<file path="src/rtl/usb_dword_adapter.sv">
// Splits one 32-bit CPU register access into one or two 16-bit bridge
// transactions (low half first) and merges read halves; a watchdog aborts stuck halves.
module usb_dword_adapter #(
  parameter int TIMEOUT_CYCLES = 255
) (
  input  logic        clk,
  input  logic        rst_n,
  input  logic [17:0] s_addr,
  input  logic [31:0] s_wdata,
  input  logic [3:0]  s_wstrb,
  input  logic        s_valid,
  output logic        s_ready,
  output logic [31:0] s_rdata,
  output logic [18:0] m_addr,
  output logic [31:0] m_wdata,
  output logic [3:0]  m_wstrb,
  output logic        m_valid,
  input  logic        m_ready,
  input  logic [31:0] m_rdata,
  output logic        err,
  input  logic        err_clr,
  output logic [1:0]  dbg_state_o
);

  // Handshakes: s_valid is held until the one-cycle s_ready pulse; m_valid is
  // held with a stable payload until m_ready is sampled high, and drops on that edge.
  typedef enum logic [1:0] {IDLE, LO, HI, DONE} state_t;

  localparam logic [15:0] WD_LAST = 16'(TIMEOUT_CYCLES - 1);

  state_t      state_q;
  logic [15:0] word_q;
  logic [31:0] wdata_q;
  logic [3:0]  wstrb_q;
  logic [15:0] wd_q;
  logic        s_ready_q;
  logic [31:0] s_rdata_q;
  logic [18:0] m_addr_q;
  logic [31:0] m_wdata_q;
  logic [3:0]  m_wstrb_q;
  logic        m_valid_q;
  logic        err_q;

  logic        is_read;
  logic        need_hi;
  logic        unused_bits;

  assign is_read     = (wstrb_q == 4'b0000);
  assign need_hi     = is_read || (wstrb_q[3:2] != 2'b00);
  assign unused_bits = ^{m_rdata[31:16], s_addr[1:0]};

  always_ff @(posedge clk or negedge rst_n) begin
    if (!rst_n) begin
      state_q   <= IDLE;
      word_q    <= '0;
      wdata_q   <= '0;
      wstrb_q   <= '0;
      wd_q      <= '0;
      s_ready_q <= 1'b0;
      s_rdata_q <= '0;
      m_addr_q  <= '0;
      m_wdata_q <= '0;
      m_wstrb_q <= '0;
      m_valid_q <= 1'b0;
      err_q     <= 1'b0;
    end else begin
      if (err_clr) begin
        err_q <= 1'b0;
      end
      case (state_q)
        IDLE: begin
          if (s_valid && !s_ready_q) begin
            word_q    <= s_addr[17:2];
            wdata_q   <= s_wdata;
            wstrb_q   <= s_wstrb;
            s_rdata_q <= '0;
            wd_q      <= '0;
            m_valid_q <= 1'b1;
            m_wstrb_q <= (s_wstrb != 4'b0000) ? 4'b0011 : 4'b0000;
            // A write touching only the upper bytes skips the low half entirely.
            if ((s_wstrb[1:0] == 2'b00) && (s_wstrb[3:2] != 2'b00)) begin
              state_q   <= HI;
              m_addr_q  <= {s_addr[17:2], 1'b1, 2'b00};
              m_wdata_q <= {16'd0, s_wdata[31:16]};
            end else begin
              state_q   <= LO;
              m_addr_q  <= {s_addr[17:2], 1'b0, 2'b00};
              m_wdata_q <= {16'd0, s_wdata[15:0]};
            end
          end
        end
        LO, HI: begin
          if (!m_valid_q) begin
            // Gap cycle after the low half completes; the high half starts fresh.
            m_valid_q <= 1'b1;
            wd_q      <= '0;
          end else if (m_ready) begin
            m_valid_q <= 1'b0;
            if (is_read) begin
              if (state_q == LO) s_rdata_q[15:0]  <= m_rdata[15:0];
              else               s_rdata_q[31:16] <= m_rdata[15:0];
            end
            if ((state_q == LO) && need_hi) begin
              state_q   <= HI;
              m_addr_q  <= {word_q, 1'b1, 2'b00};
              m_wdata_q <= {16'd0, wdata_q[31:16]};
            end else begin
              state_q   <= DONE;
              s_ready_q <= 1'b1;
            end
          end else if (wd_q == WD_LAST) begin
            m_valid_q <= 1'b0;
            err_q     <= 1'b1;
            s_rdata_q <= 32'hFFFF_FFFF;
            state_q   <= DONE;
            s_ready_q <= 1'b1;
          end else begin
            wd_q <= wd_q + 16'd1;
          end
        end
        DONE: begin
          s_ready_q <= 1'b0;
          state_q   <= IDLE;
        end
        default: begin
          state_q <= IDLE;
        end
      endcase
    end
  end

  assign s_ready     = s_ready_q;
  assign s_rdata     = s_rdata_q;
  assign m_addr      = m_addr_q;
  assign m_wdata     = m_wdata_q;
  assign m_wstrb     = m_wstrb_q;
  assign m_valid     = m_valid_q;
  assign err         = err_q;
  assign dbg_state_o = state_q;

endmodule
</file>
<file path="config.mk">
export PLATFORM = sky130hd
export DESIGN_NAME = usb_dword_adapter
export DESIGN_NICKNAME = d
export VERILOG_FILES = /design/src/rtl/usb_dword_adapter.sv
export SDC_FILE = /design/constraint.sdc
export NUM_CORES = 1
export LEC_CHECK = 0
export ABC_AREA = 1
export CAP_MARGIN = 15
export CORE_MARGIN = 2
export CORE_UTILIZATION = 43
export DETAILED_ROUTE_END_ITERATION = 8
export GPL_TIMING_DRIVEN = 0
export PLACE_DENSITY = 0.76
export REMOVE_ABC_BUFFERS = 1
export SLEW_MARGIN = 0
export SYNTH_ARGS = -nofsm -noshare
export SYNTH_HDL_FRONTEND = slang
export SYNTH_SLANG_ARGS = --single-unit
</file>
<file path="constraint.sdc">
create_clock -name clk -period 1.6 [get_ports clk]
set_input_delay 0.48 -clock clk [delete_from_list [all_inputs] [get_ports clk]]
set_output_delay 0.48 -clock clk [all_outputs]
set_load 0.02 [all_outputs]
</file>
== After elaboration in Yosys (flattened, before gate mapping) ==
Index checks and enable logic that the tools add are counted.

* $add $sub $neg: 1
* Eq/ne operators: 15
* Muxes and demuxes: 48
* Reductions and logical operators: 22

{| class="wikitable"
|+ Operators with widths
! operator !! count
|-
| $mux 32 || 9
|-
| $pmux 32 s2 || 2
|-
| $mux 16 || 7
|-
| $mux 19 || 4
|-
| $pmux 19 s2 || 1
|-
| $pmux 16 s2 || 1
|-
| $ne 3x3->1 const B || 7
|-
| $add 16x1->16 const B || 1
|-
| $eq 16x8->1 const B || 1
|-
| $mux 1 || 14
|-
| $mux 2 || 6
|-
| $reduce_and 6->1 || 2
|-
| $ne 2x2->1 const B || 4
|-
| $reduce_and 4->1 || 2
|-
| $reduce_bool 2->1 || 4
|-
| $pmux 2 s3 || 1
|-
| $reduce_and 5->1 || 1
|-
| $eq 2x2->1 const B || 2
|-
| $logic_not 2->1 || 2
|-
| $logic_not 4->1 || 1
|-
| $pmux 1 s2 || 2
|-
| $reduce_and 2->1 || 2
|-
| $reduce_bool 4->1 || 1
|-
| $logic_and 1x1->1 || 3
|-
| other kinds (6) || 6
|}

* Register bits: 160
* Bits of input ports: 91
* Output and inout port bits: 92
* Word-level logic and storage cells: 99

== Longest topological paths before layout ==
* Word-level depth: 7
* Gate-level depth with buffers: 13
* Depth with buffers taken out: 12

== Least setup slack after synthesis ==
OpenSTA, ideal clock, no wires.

* Kind: register to register
* Start point: register state_q[0] (netlist: dbg_state_o[0])
* End point: register s_rdata_q[10] (netlist: s_rdata[10])
* Setup time: 0.117 ns
* Data arrival time: 1.789 ns
* Data required time: 1.483 ns
* Path slack: -0.306 ns
* Stages on the path, launching flop included: 10
* Buffers on the path: 1
* Clock period less this slack: 1.906 ns
* Cells stage by stage: dfrtp_1 inv_1 ha_1 nand2_1 nor2_1 nor3_4 nand2_4 buf_6 nand2_1 nand2_1

* Cells in the longest elaborated chain, start to end: 4
* Elaborated cells on any way between the ends: 12
* Those cells by class: eq/ne (7); mux (1); reduce/logical (4)

{| class="wikitable"
|+ Ends and longest elaborated chain
! element !! line !! RTL
|-
| start: declaration || 31 || <nowiki>state_t state_q;</nowiki>
|-
| start signal: assignment || 54 || <nowiki>state_q <= IDLE;</nowiki>
|-
| start signal: assignment || 82 || <nowiki>state_q <= HI;</nowiki>
|-
| start signal: assignment || 86 || <nowiki>state_q <= LO;</nowiki>
|-
| $eq 2x1->1 / $eq 2x2->1 (equally long branches) || 70, 100 ||
|-
| $reduce_or 2->1 || 70 || <nowiki>case (state_q)</nowiki>
|-
| $ne 3x3->1 (no line) (tied with other cells) || n/a ||
|-
| $reduce_and 6->1 (no line) || n/a ||
|-
| end signal: assignment || 100 || <nowiki>if (state_q == LO) s_rdata_q[15:0] <= m_rdata[15:0];</nowiki>
|-
| end: declaration || 37 || <nowiki>logic [31:0] s_rdata_q;</nowiki>
|}

Several ways; a longest one is shown, not always the timed one.
A chain may end at the register's enable or synchronous reset.

== Worst setup path in the final report ==
* Start point: input m_ready
* End point: register s_rdata_q[9] (netlist: s_rdata[9])

* Cells in the longest elaborated chain, start to end: 3
* Elaborated cells on any way between the ends: 7
* Those cells by class: eq/ne (3); mux (3); reduce/logical (1)

{| class="wikitable"
|+ Ends and longest elaborated chain
! element !! line !! RTL
|-
| start: declaration || 18 || <nowiki>input logic m_ready,</nowiki>
|-
| $mux 32 || 97 || <nowiki>end else if (m_ready) begin</nowiki>
|-
| $mux 32 || 93 || <nowiki>if (!m_valid_q) begin</nowiki>
|-
| $pmux 32 s2 || 70 ||
|}

Several ways; a longest one is shown, not always the timed one. The select of a mux whose other input is x is not followed.

==> impl_metrics.toml <==
[finish]
antennaDiodeCount = 0
final_cell_mix = "nand2_1, dfrtp_1, clkdlybuf4s50_1"
mostFrequentLayoutCell = "nand2_1"
drive_gt1_share_pct = 33.81
final_core_util_pct = 69.44
area_delta_synth_final_pct = 59.37
nets = 1134

[setup_path]
critPathLaunchType = "input pin"
crit_type = "input pin to flip-flop"
crit_required_ns = 1.91
crit_arrival_ns = 2.07
worstPathMaxFanout = 8
end_kind = "flip-flop"

[drt]
drc = 0
wl_um = 22150
wire_per_inst_um = 17.95
drt.antenna.violating_nets = 0
via_per_inst = 5.255
drt_first_pass_iters = 5
num_vias = 6485
drtIter0Drc = 504

[die]
initial_core_util_pct = 43.57
core-area_mm2 = 0.01442
die_y_um = 124.9
die_w_um = 124.9
rows = 44
ios = 183
die-area_mm2 = 0.01560

[synth]
synthCells = 827
yosys.area_share.simple_pct = 31.97
synth_compound_area_share_pct = 8.401
syn_area_mm2 = 0.006285
synthAdderAreaFrac_pct = 1.195
synthDistinctLibCells = 32
syn_avg_cell_area_um2 = 7.599
ys_warn_count = 0
synth_top_family_by_area = "simple AND/OR/NAND/NOR gates"
synth_xor_area_share_pct = 0.1394
synth.area.mux_share_pct = 0
synth_seq_cells = 123
ys_seq_area_share_pct = 48.97

[global_routing]
grt_pass1_wl_um = 33750
grt.total_usage_pct = 27.58
antenna_found_initial = 0
grt_pass1_vias = 6273
grt_overflow = 0
grt_max_degree = 66

[clock_network]
cts_sinks = 123
cts-root-buf = "clkbuf_16"
cts_max_level = 4
cts_tree = "yes"
cts_max_path_buffers = 2
path_clk_slew_ns = 0.06
clk_latency_ns = 0.42
numCtsBuffers = 17

[sta]
final-hold-violation-count = 0
tightest_slew_ns = 0.5764
fin_ws_ns = -0.1649
slew_headroom_pct = 61.57
slew_violations = 0
fmax_mhz = 566.6
fin_crit_sh_pct = 110.3
setup_viol = 85
skew_ns = 0.008849
min_period_ns = 1.765
rsz0062_at_grt = "true"

[placed_design]
port_buffers = 144
gp_congestion = 0.8094
dpl.hpwl_um = 9700

[pwr]
power.total_mw = 27.69
peakVddDrop_uv = 1439
p_leak_nw = 4.872
p_per_area_mw_per_mm2 = 2765

[min_path]
min_path_type = "input pin to async pin"

[flow_run]
cap_viol_max_count = 0

[outcome]
status = "finished with violations"
violations = "negative setup slack"
[final cells by class]
class	count	area, um2
clock inverters	14	193.9
repair inverters	3	32.53
flip-flops and latches	123	3088
repair buffers	219	2271
fillers	1094	4408
clock buffers	18	439.2
inverters	53	244.0
well taps	184	230.2
multi-input cells	620	3517
[power by group]
part / total [mW] / switching (mW) / internal [mW]
clock: 4.18 / 1.52 / 2.65
combinational: 18.2 / 10.4 / 7.76
sequential: 5.31 / 0.849 / 4.46
[metal layers]
metal,GRT usage [%],vias to the layer above,part of all wire [%]
met4,8.693,0,2.0
met1,34.79,3139,41
met3,8.419,44,7.7
met2,45.61,279,49
met5,0,-,0
li1,-,3023,-
[worst max-delay path, stage by stage]
cell,delay [ns]
dlygate4sd2_1,0.51
nand2_1,0.32
nand2_8,0.17
clkinv_8,0.07
nand2_8,0.15
buf_12,0.13
nand2_8,0.10
nand2_2,0.08
nand2_1,0.05
[repair_timing]
action,in CTS,in global routing
cloned,24,1
hold buffers,0,0
resized for setup,321,160
setup endpoints to repair,195,151
pin swaps,57,48
buffers inserted,56,10
[sequential cells by signal (all words and copies together) (netlist names)]
| register | cells |
|---|---|
| s_rdata | 32 |
| m_addr | 17 |
| m_wdata | 16 |
| wd_q | 16 |
| wdata_q | 16 |
| word_q | 16 |
| wstrb_q | 4 |
| dbg_state_o | 2 |
| err | 1 |
| m_valid | 1 |
| m_wstrb | 1 |
| s_ready | 1 |
[Yosys cell counts]
cell	count	area share, %
nor3_4	1	0.26
o22ai_1	1	0.10
or2_2	5	0.50
o21ai_0	67	5.3
clkinv_1	3	0.18
ha_1	6	1.2
nand2_2	3	0.30
buf_1	5	0.30
o21ai_1	16	1.3
nand3_1	44	3.5
clkbuf_1	10	0.60
a21oi_2	1	0.14
or2_1	1	0.10
buf_2	15	1.2
a211oi_4	1	0.32
a21oi_1	1	0.080
nand2_1	368	22
a31oi_1	8	0.80
nand3_2	1	0.16
buf_6	5	0.90
nor2_2	2	0.20
o21bai_1	3	0.36
dfrtp_1	123	49
buf_4	26	3.1
conb_1	1	0.060
inv_2	3	0.18
inv_1	47	2.8
nand2_4	6	1.1
nand4_1	18	1.8
nor2_1	34	2.0
nor3_1	1	0.080
xor2_1	1	0.14
[per-stage QoR]
stage	hold slack (ns)	worst slack, ns	std cells	TNS (ns)	instance area (um2)
after floorplan	0.1844	-1.626	785	-162.84	5973
after global placement	0.4540	-4.982	1113	-916.43	7645
after detailed placement	0.4572	-1.640	1115	-127.74	7711
after CTS	0.05319	-0.1542	1225	-7.163	9874
after global routing	0.07497	-0.1749	1234	-9.505	10020
final	0.03649	-0.1649	1234	-7.585	10020
[logic make-up after synthesis]
| family | after synthesis |
|---|---|
| simple gates | 484 |
| buf+inv | 114 |
| xor+xnor | 1 |
| flops | 123 |
| other cells | 1 |
| compound gates | 98 |
| fa+ha+maj | 6 |
[final timing paths]
| kind | from | end | slack [ns] | cells after the start |
|---|---|---|---|---|
| hold reg to reg | s_rdata[16]$_DFFE_PN0P_ | s_rdata[16]$_DFFE_PN0P_ | 0.47 | 2 |
| min in group clk | s_rdata[16]$_DFFE_PN0P_ | s_rdata[16]$_DFFE_PN0P_ | 0.47 | 2 |
| setup reg to reg | dbg_state_o[0]$_DFFE_PN0P_ | s_rdata[9]$_DFFE_PN0P_ | -0.13 | 9 |
| max in group asynchronous | rst_n | dbg_state_o[1]$_DFFE_PN0P_ | 0.84 | 2 |
| setup / recovery | m_ready | s_rdata[9]$_DFFE_PN0P_ | -0.16 | 9 |
| hold / removal | rst_n | wd_q[6]$_DFFE_PN0P_ | 0.04 | 1 |
Power figures use the tool's default switching activity.
